<file path="src/rtl/pwm_clkdiv_multi.sv">
// Multi-channel PWM prescaler: per-channel divided clock, tick strobe and
// shadowed divisor that is applied only at period boundaries, disable or sync.
module pwm_clkdiv_multi #(
    parameter int NCH = 4,
    parameter int DW  = 16
) (
    input  logic              clk_i,
    input  logic              rst_ni,
    input  logic [NCH-1:0]    en_i,
    input  logic [NCH*DW-1:0] div_i,
    input  logic [NCH-1:0]    load_i,
    input  logic              sync_i,
    output logic [NCH-1:0]    clk_o,
    output logic [NCH-1:0]    tick_o,
    output logic [NCH-1:0]    busy_o
);

    logic [DW-1:0]  cnt_q [NCH];
    logic [DW-1:0]  cnt_d [NCH];
    logic [DW-1:0]  act_q [NCH];
    logic [DW-1:0]  act_d [NCH];
    logic [DW-1:0]  shd_q [NCH];
    logic [DW-1:0]  shd_d [NCH];
    logic [NCH-1:0] pend_q, pend_d;
    logic [NCH-1:0] clk_q, clk_d;
    logic [NCH-1:0] tick_q, tick_d;
    logic [NCH-1:0] tc;
    logic [NCH-1:0] apply;

    always_comb begin
        tc     = '0;
        apply  = '0;
        pend_d = pend_q;
        clk_d  = clk_q;
        tick_d = '0;
        for (int k = 0; k < NCH; k++) begin
            // act != 0 guards the act-1 compare against unsigned wrap.
            tc[k]    = en_i[k] && (act_q[k] != '0) && (cnt_q[k] == act_q[k] - DW'(1));
            apply[k] = pend_q[k] && (sync_i || !en_i[k] || tc[k]);
            // The shadow value applied this cycle is the old one; a coincident
            // load lands in shd and stays pending.
            shd_d[k]  = load_i[k] ? div_i[k*DW +: DW] : shd_q[k];
            pend_d[k] = load_i[k] || (pend_q[k] && !apply[k]);
            act_d[k]  = apply[k] ? shd_q[k] : act_q[k];
            cnt_d[k]  = cnt_q[k];

            if (sync_i) begin
                cnt_d[k] = '0;
                clk_d[k] = 1'b0;
            end else if (!en_i[k]) begin
                if (apply[k]) cnt_d[k] = '0;
            end else if (act_q[k] == '0) begin
                cnt_d[k] = '0;
                clk_d[k] = 1'b0;
            end else if (tc[k]) begin
                cnt_d[k]  = '0;
                clk_d[k]  = ~clk_q[k];
                tick_d[k] = 1'b1;
            end else begin
                cnt_d[k] = cnt_q[k] + DW'(1);
            end
        end
    end

    always_ff @(posedge clk_i or negedge rst_ni) begin
        if (!rst_ni) begin
            for (int k = 0; k < NCH; k++) begin
                cnt_q[k] <= '0;
                act_q[k] <= '0;
                shd_q[k] <= '0;
            end
            pend_q <= '0;
            clk_q  <= '0;
            tick_q <= '0;
        end else begin
            for (int k = 0; k < NCH; k++) begin
                cnt_q[k] <= cnt_d[k];
                act_q[k] <= act_d[k];
                shd_q[k] <= shd_d[k];
            end
            pend_q <= pend_d;
            clk_q  <= clk_d;
            tick_q <= tick_d;
        end
    end

    assign clk_o  = clk_q;
    assign tick_o = tick_q;
    assign busy_o = pend_q;

endmodule

</file>
<file path="config.mk">
export PLATFORM = sky130hd
export DESIGN_NAME = pwm_clkdiv_multi
export DESIGN_NICKNAME = d
export VERILOG_FILES = /design/src/rtl/pwm_clkdiv_multi.sv
export SDC_FILE = /design/constraint.sdc
export NUM_CORES = 1
export LEC_CHECK = 0
export CELL_PAD_IN_SITES_DETAIL_PLACEMENT = 1
export CELL_PAD_IN_SITES_GLOBAL_PLACEMENT = 1
export CORE_ASPECT_RATIO = 0.75
export CORE_UTILIZATION = 42
export DETAILED_ROUTE_END_ITERATION = 16
export PLACE_DENSITY_LB_ADDON = 0.05
export SYNTH_ARGS = -nofsm -noshare
export SYNTH_HDL_FRONTEND = slang
export SYNTH_SLANG_ARGS = --single-unit
</file>
<file path="constraint.sdc">
create_clock -name clk_i -period 3.2 [get_ports clk_i]
set_input_delay 0.64 -clock clk_i [delete_from_list [all_inputs] [get_ports clk_i]]
set_output_delay 0.64 -clock clk_i [all_outputs]
set_load 0.05 [all_outputs]
</file>
==> impl_metrics.toml, run 1 <==
[outcome]
status = "finished, final reports clean"

[setup_path]
arrival_ns = 3.55
cp-end-kind = "register"
cp_cell_sequence = "inv_2 > ha_4 > or3b_4 > or3_4 > a2111oi_4 > o211ai_1 > or4b_4 > or4b_1 > nand3_1"
cp_top_family = "simple AND/OR/NAND/NOR gates"
crit_type = "reg -> reg"
path_buf_inv = 1
critPathLaunchType = "register"
worstPathRequired_ns = 3.66
crit_fanout = 5
cpMaxStageDelayCell = "or4b_4"
critPathMaxStageDelay_ns = 0.55

[cts]
insertion_delay_ns = 0.52
cts.clk_slew.worst_paths_ns = 0.06
root_buffer = "clkbuf_16"
h-tree-depth = 1
cts_inserted_buffers = 23
tritoncts = "yes"
cts_hold_buf = 0
cts.sinks = 204
cts_buffer_depth = 3

[timing]
fin_skew_ns = 0.01358
hold_viol = 0
setup_viol_count_final = 0
max_freq_ghz = 0.3235
worst_slew_pin_slew_ns = 0.8697
period_share_pct = 96.61
fin_crit_ns = 3.091
report.final.slew_viol_count = 0
hold_ws_ns = 0.1027
slew_headroom_pct = 41.84

[global_route]
grt_use_total_pct = 22.27
grt_pass1_vias = 9545
grt_overflow = 0
grt_max_degree = 65
grt_pass1_wl_mm = 49.82
antenna_found_initial = 0

[logic_synthesis]
synthSimpleGateAreaFrac_pct = 20.23
avgSynthCellArea_um2 = 10.11
syn_nets = 1213
synth_area_um2 = 11380
ys_seq_area_share_pct = 44.85
synth_xor_area_share_pct = 7.080
synth_top_family_by_area = "simple AND/OR/NAND/NOR gates"
postSynthCellCount = 1126
synth_compound_area_share_pct = 12.28
ys_warn_count = 0
synth_edf_count = 0
synth_fa_ha_area_share_pct = 1.319
synthMuxAreaShare_pct = 10.60
ys_seq_elements = 204
synth_flop_cell = "dfrtp_1"
async_reset_ff_share_pct = 100.0
ys_types = 74

[routing]
ant_nets = 0
wl_mm = 30.14
drtIter0Drc = 472
via_count = 9315
routedWlPerCell_um = 18.86
drc = 0
viasPerCell = 5.829
first_pass_iters = 5

[floorplan]
dieWidth_um = 192.1
start_util_pct = 43.29
num_rows = 51
dieArea_um2 = 27770
io_pins = 87
die_h_um = 144.6
core-area_um2 = 26290

[cells_and_area]
final_common_cell = "dfrtp_1"
drive_gt1_share_pct = 18.66
layout_common_cells = "dfrtp_1, mux2_2, nand2_1, clkdlybuf4s50_1, nand3_1"
regArea_um2 = 5105
design_area_um2 = 13760
fillers = 2926
final_core_util_pct = 52.35
multi_input_area_um2 = 5927
areaGrowthSynthToFinish_pct = 20.92
num-nets-final = 1326
diodes = 0

[placement]
globalplace.congestion = 0.8863
dp_hpwl_mm = 21.74
post_dp_cell_area_um2 = 12930
io_buffer_count = 86

[flow_run]
drv_cap = 0

[pwr]
cellLeakagePower_nw = 5.462
p_per_area_nw_per_um2 = 515.2
ir_drop_mv = 0.4504
power.total_mw = 7.091

[hold_path]
hp-class = "in -> async"
## synth_stat cells, types with 7 or more instances
cell type	number	share of area, %
mux2i_1	8	0.70
nor2_1	43	1.4
xor2_1	36	2.8
nand4_1	34	1.9
buf_2	7	0.31
a21oi_1	14	0.62
and3_1	21	1.2
a31oi_1	30	1.6
o2bb2ai_1	12	0.92
nand3_1	62	2.7
clkbuf_1	47	1.6
or4_1	11	0.73
o311ai_0	10	0.77
nand2_1	87	2.9
o21ai_0	39	1.7
dfrtp_1	204	45
a22o_1	7	0.54
inv_1	38	1.3
o22ai_1	7	0.38
o211ai_1	11	0.73
or2_2	7	0.38
nor3_1	31	1.4
xnor2_1	56	4.3
or3_1	22	1.2
nor3b_1	9	0.59
nor2b_1	17	0.93
nor4_1	19	1.0
ha_1	12	1.3
mux2_2	97	9.6
nand2b_1	12	0.66
## worst paths after layout
kind,to,cells after the start,start,slack (ns)
max,clk_o[3]$_DFFE_PN0P_,9,act_q[1]$_DFFE_PN0P_,0.11
min reg2reg,act_q[38]$_DFFE_PN0P_,1,shd_q[38]$_DFFE_PN0P_,0.49
min,shd_q[3]$_DFFE_PN0P_,1,rst_ni,0.10
min in group clk_i,act_q[38]$_DFFE_PN0P_,1,shd_q[38]$_DFFE_PN0P_,0.49
max in group asynchronous,act_q[29]$_DFFE_PN0P_,2,rst_ni,2.30
max reg2reg,clk_o[3]$_DFFE_PN0P_,9,act_q[1]$_DFFE_PN0P_,0.11
## per-stage QoR
stage                     cells  setup WS, ns  setup TNS, ns
after floorplan            1126       0.08361              0
after global placement     1553      -0.07920        -0.1806
after detailed placement   1553      -0.06583        -0.5066
after CTS                  1593       0.01558              0
after global routing       1598     -0.009540       -0.02014
final                      1598        0.1086              0
## power by group
part	internal [mW]	switching (mW)	total, mW
combinational	0.699	0.694	1.39
sequential	2.82	0.293	3.11
clock	1.47	1.11	2.59
total	4.99	2.10	7.09
## logic make-up (layout without fill, tap and decap cells)
family | count (synthesis) | in the layout
AOI/OAI and AO/OA | 191 | 192
xor gates and xnor gates | 92 | 92
adders and majority gates | 12 | 12
buffers and inverters | 102 | 229
DFF | 204 | 204
muxes | 108 | 108
and+or+nand+nor | 417 | 417
## worst reg2reg max path, delay by kind of cell, from the launching register on
| kind | cells | cell delay, ns |
|---|---|---|
| compound gates | 2 | 0.48 |
| fa+ha+maj | 1 | 0.13 |
| buf+inv | 1 | 0.09 |
| flops | 1 | 0.43 |
| simple gates | 5 | 1.90 |
## flip-flops by register name (all words and copies together), names as in the netlist
register and count:
tick_o 4, cnt_q 64, act_q 64, busy_o 4, clk_o 4, shd_q 64
## area by class of cell
cell class	count	area share, %
clock inverter	13	0.8183
timing repair buffer	150	10.32
tap	344	3.128
sequential	204	37.09
clock buffer	27	4.510
multi-input combinational	821	43.07
inverter	39	1.064
## routing by layer
layer  track usage, %  wire (um)
met4            4.227        423
met5                0          0
met2            35.57      13600
met1            32.05      15140
met3            3.446        982
## repair_timing
| item | CTS | global route |
|---|---|---|
| cloned | 0 | 1 |
| buffers inserted | 0 | 4 |
| endpoints found under the setup margin | 10 | 78 |
| resized for setup | 2 | 11 |
| pin swaps | 0 | 6 |
Power figures use the tool's default switching activity.
==> run 2, diff against run 1 <==
- CORE_UTILIZATION: 42 -> 40
==> run 2 against run 1 <==
  * Clock power up 6%
  * Sequential share of layout area down 0.40 points
  * Power increased by 2.5%
  * Cell area increased by 1.1%
  * Cell count grew 3.0%
  * Non-clock buffer count up 7
  * Maximum frequency down 0.63%
  * Sequential power about the same
  * Worst hold slack improved by 0.051 ns
  * Via count down 2.1%
  * Register-to-register slack got worse by 0.02 ns
  * First-iteration DRC count fell by 19%
  * Critical path type unchanged
  * Largest cell class unchanged
  * Highest routed layer unchanged
==> impl_metrics.toml, run 2 (synthesis results as in run 1) <==
[cells_and_area]
num-nets-final = 1333
layout_common_cells = "dfrtp_1, mux2_2, nand2_1, clkdlybuf4s50_1, buf_4"
areaGrowthSynthToFinish_pct = 22.24
drive_gt1_share_pct = 18.95
final_common_cell = "dfrtp_1"
largest_registers = "act_q x64, cnt_q x64, shd_q x64"
diodes = 0

[routing]
wl_mm = 30.36
first_pass_iters = 4
drtIter0Drc = 380
ant_nets = 0
drc = 0
viasPerCell = 5.542
routedWlPerCell_um = 18.45
via_count = 9122

[global_route]
grt_pass1_wl_mm = 51.25
grt_pass1_vias = 9548
grt_max_degree = 83
busiest_layer = "met2"
met2_usage_pct = 34.22
use_met1_pct = 31.54
antenna_found_initial = 0
grt_overflow = 0
met3_usage_pct = 3.628
grt_use_total_pct = 21.70

[pwr]
seqPwrFrac_pct = 42.4
switchingPower_mw = 2.082
clkPwrFrac_pct = 37.8
ir_drop_mv = 0.3753
cellLeakagePower_nw = 5.521
p_int_mw = 5.190
swShare_pct = 28.63
p_per_area_nw_per_um2 = 522.7
combPwrFrac_pct = 19.8

[cts]
cts_inserted_buffers = 24
cts.sinks = 204
cts_hold_buf = 0
cts_buffer_depth = 3
tritoncts = "yes"
h-tree-depth = 1
cts.clk_slew.worst_paths_ns = 0.06
root_buffer = "clkbuf_16"
insertion_delay_ns = 0.53

[setup_path]
r2r_start = "act_q[0]$_DFFE_PN0P_"
r2r_slack_ns = 0.09
arrival_ns = 3.58
critPathLaunchType = "register"
worstPathRequired_ns = 3.67
crit_fanout = 4
rr_worst_depth = 9
crit_type = "reg -> reg"
worstReg2RegEnd = "clk_o[3]$_DFFE_PN0P_"
cp-end-kind = "register"

[timing]
fin_crit_ns = 3.111
setup_viol_count_final = 0
hold_viol = 0
max_freq_ghz = 0.3215
fin_skew_ns = 0.009642
worst_slew_pin_slew_ns = 0.8515
worst_slack_ns = 0.08909
report.final.slew_viol_count = 0
period_share_pct = 97.22
hold_ws_ns = 0.1535
slew_headroom_pct = 43.06

[floorplan]
dieArea_um2 = 29140
start_util_pct = 40.67
core-area_um2 = 27980
dieWidth_um = 196.8
num_rows = 53
die_h_um = 148.1
io_pins = 87

[hold_path]
hp-class = "in -> async"

[placement]
globalplace.congestion = 0.8576
pre_cts_ws_ns = -0.003889
io_buffer_count = 86
dp_hpwl_mm = 22.32

[outcome]
status = "finished, final reports clean"

[flow_run]
drv_cap = 0
-- run 2: worst max-delay path, stage by stage (launching register included) --
cell and delay (ns):
dfrtp_1 0.38, inv_2 0.09, ha_4 0.14, or3b_4 0.37, or3_4 0.38, a2111oi_4 0.34
o211ai_1 0.14, or4b_4 0.57, or4b_1 0.52, nand3_1 0.10
-- run 2: final cells by class --
cell class | count | area [um^2]
fill | 3117 | 14070
multi-input combinational | 820 | 5932
sequential | 204 | 5105
timing repair buffer | 157 | 1460
clock buffer | 32 | 681.9
tap | 385 | 481.7
inverter | 39 | 146.4
clock inverter | 9 | 105.1
-- run 2: worst max path at each step --
stage,startpoint,end,cells past startpoint
floorplan,act_q[0]$_DFFE_PN0P_,clk_o[3]$_DFFE_PN0P_,10
global placement,act_q[0]$_DFFE_PN0P_,clk_o[3]$_DFFE_PN0P_,9
detailed placement,act_q[1]$_DFFE_PN0P_,clk_o[3]$_DFFE_PN0P_,9
CTS,act_q[48]$_DFFE_PN0P_,act_q[57]$_DFFE_PN0P_,7
global route,act_q[0]$_DFFE_PN0P_,clk_o[3]$_DFFE_PN0P_,9
finish,act_q[0]$_DFFE_PN0P_,clk_o[3]$_DFFE_PN0P_,9
-- run 2: power by group through the flow --
stage          clock (mW)  sequential, mW  combinational [mW]
2_1_floorplan           0            3.04               0.897
3_3_place_gp            0            3.12                1.38
3_5_place_dp            0            3.12                1.41
4_1_cts              2.84            3.08                1.42
5_1_grt              2.94            3.12                1.59
6_report             2.75            3.08                1.44
-- run 2: metal layers --
layer / wire length, um / vias to the layer above / part of all wire (%)
met4: 417 / 0 / 1.4
met1: 15090 / 4596 / 50
li1: - / 4395 / -
met3: 954 / 31 / 3.1
met2: 13900 / 100 / 46
met5: 0 / - / 0
-- run 2: metrics by stage --
step | TNS, ns | cell area [um^2] | total power [mW] | std cells | util (%)
2_1_floorplan | 0 | 11380 | 3.938 | 1126 | -
3_3_place_gp | 0 | 13050 | 4.493 | 1604 | 46.62
3_5_place_dp | -0.003889 | 13050 | 4.534 | 1604 | 46.62
4_1_cts | 0 | 13840 | 7.348 | 1645 | 49.45
5_1_grt | -0.01305 | 13910 | 7.655 | 1646 | 49.71
6_report | 0 | 13910 | 7.271 | 1646 | 49.71
-- run 2: timing repair --
action | CTS | global route
buffers inserted | 0 | 1
setup endpoints to repair | 1 | 76
resized for setup | 1 | 14
pin swaps | 0 | 6
==> run 3, diff against run 2 <==
- TNS_END_PERCENT: default -> 1
==> run 3 against run 2 <==
  * Critical path depth did not move
  * Cell area is 0.16% lower
  * Sequential cell count unchanged
  * Core utilization decreased by 0.081 points
  * Worst hold slack improved by 0.00058 ns
  * Global-route usage is the same
  * Setup slack improved by 0.044 ns
  * Critical path type unchanged
==> impl_metrics.toml, run 3 (synthesis results as in run 1) <==
[outcome]
status = "finished, final reports clean"

[pwr]
swShare_pct = 28.60
combPwrFrac_pct = 19.6
clkPwrFrac_pct = 37.9
seqPwrFrac_pct = 42.4
switchingPower_mw = 2.075
power.total_mw = 7.256
cellLeakagePower_nw = 5.516
ir_drop_mv = 0.3743
p_per_area_nw_per_um2 = 522.4
p_int_mw = 5.181

[timing]
fin_skew_ns = 0.009036
period_share_pct = 95.86
report.final.slew_viol_count = 0
worst_slew_pin_slew_ns = 0.8448
fin_crit_ns = 3.067
slew_headroom_pct = 43.50
max_freq_ghz = 0.3260
hold_ws_ns = 0.1541
hold_viol = 0
setup_viol_count_final = 0
rsz0062_at_grt = "true"

[setup_path]
crit_fanout = 4
crit_type = "reg -> reg"
arrival_ns = 3.53
cp-end-kind = "register"
critPathLaunchType = "register"
worstPathRequired_ns = 3.67

[hold_path]
hp-class = "in -> async"

[placement]
dp_hpwl_mm = 22.32
io_buffer_count = 86
post_dp_cell_area_um2 = 13050
globalplace.congestion = 0.8576

[cts]
cts_inserted_buffers = 24
cts_setup_buffers = 0
cts.clk_slew.worst_paths_ns = 0.06
cts_hold_buf = 0
cts_buffer_depth = 3
h-tree-depth = 1
root_buffer = "clkbuf_16"
insertion_delay_ns = 0.53
cts.sinks = 204
tritoncts = "yes"

[routing]
routedWlPerCell_um = 18.40
viasPerCell = 5.536
ant_nets = 0
drtIter0Drc = 372
via_count = 9106
first_pass_iters = 4
wl_mm = 30.27
drc = 0

[global_route]
grt_pass1_wl_mm = 51.25
grt_pass1_vias = 9548
grt_overflow = 0
grt_use_total_pct = 21.70
grt_max_degree = 83
antenna_found_initial = 0

[cells_and_area]
final_common_cell = "dfrtp_1"
design_area_um2 = 13890
diodes = 0
drive_gt1_share_pct = 18.57
fillers = 3118
areaGrowthSynthToFinish_pct = 22.04
num-nets-final = 1332
layout_common_cells = "dfrtp_1, mux2_2, nand2_1, clkdlybuf4s50_1, buf_4"
final_core_util_pct = 49.63
largest_registers = "act_q x64, cnt_q x64, shd_q x64"

[flow_run]
drv_cap = 0

[floorplan]
die_h_um = 148.1
io_pins = 87
core-area_um2 = 27980
dieArea_um2 = 29140
start_util_pct = 40.67
num_rows = 53
dieWidth_um = 196.8
-- run 3: repair_timing --
action,CTS,global route
endpoints found under the setup margin,1,76
pin swaps,0,1
cloned,0,0
gates resized for setup,1,9
hold endpoints to repair,0,0
-- run 3: metrics by stage --
| stage | setup slack, ns | std cells | TNS (ns) |
|---|---|---|---|
| 2_1_floorplan | 0.08361 | 1126 | 0 |
| 3_3_place_gp | 0.1079 | 1604 | 0 |
| 3_5_place_dp | -0.003889 | 1604 | -0.003889 |
| 4_1_cts | 0.02070 | 1645 | 0 |
| 5_1_grt | -0.03392 | 1645 | -0.05827 |
| 6_report | 0.1326 | 1645 | 0 |
-- run 3: final timing paths --
kind                                       startpoint                    end  slack, ns  cells past startpoint
worst max-delay path             act_q[1]$_DFFE_PN0P_   clk_o[3]$_DFFE_PN0P_       0.13                      9
worst min-delay path                           rst_ni   shd_q[3]$_DFFE_PN0P_       0.15                      1
worst max register to register   act_q[1]$_DFFE_PN0P_   clk_o[3]$_DFFE_PN0P_       0.13                      9
worst min register to register  shd_q[46]$_DFFE_PN0P_  act_q[46]$_DFFE_PN0P_       0.49                      1
max in group asynchronous                      rst_ni  cnt_q[30]$_DFFE_PN0P_       2.24                      2
min in group clk_i              shd_q[46]$_DFFE_PN0P_  act_q[46]$_DFFE_PN0P_       0.49                      1
-- run 3: metal layers --
layer | vias up | part of all wire, % | wire (um) | global-route usage (%)
li1 | 4392 | - | - | -
met1 | 4589 | 50 | 15180 | 31.54
met2 | 94 | 46 | 13790 | 34.22
met3 | 31 | 2.9 | 881 | 3.628
met4 | 0 | 1.4 | 417 | 4.070
met5 | - | 0 | 0 | 0
-- run 3: power by group through the flow --
stage          sequential (mW)  clock (mW)  combinational, mW
2_1_floorplan             3.04           0              0.897
3_3_place_gp              3.12           0               1.38
3_5_place_dp              3.12           0               1.41
4_1_cts                   3.08        2.84               1.42
5_1_grt                   3.12        2.94               1.58
6_report                  3.08        2.75               1.43
-- run 3: cell type report --
cell class                 count  area, um^2  share of cell area (%)
clock buffer                  32       681.9                   4.909
clock inverter                 9       105.1                  0.7567
tap                          385       481.7                   3.468
timing repair buffer         156        1453                   10.46
sequential                   204        5105                   36.75
multi-input combinational    820        5917                   42.60
inverter                      39       146.4                   1.054
-- run 3: worst max-delay path: stages, from the launching register on --
cell	delay, ns
dfrtp_1	0.38
inv_1	0.10
ha_1	0.18
or3b_1	0.38
or3_4	0.41
a2111oi_4	0.33
o211ai_1	0.12
or4b_4	0.54
or4b_1	0.48
nand3_1	0.10
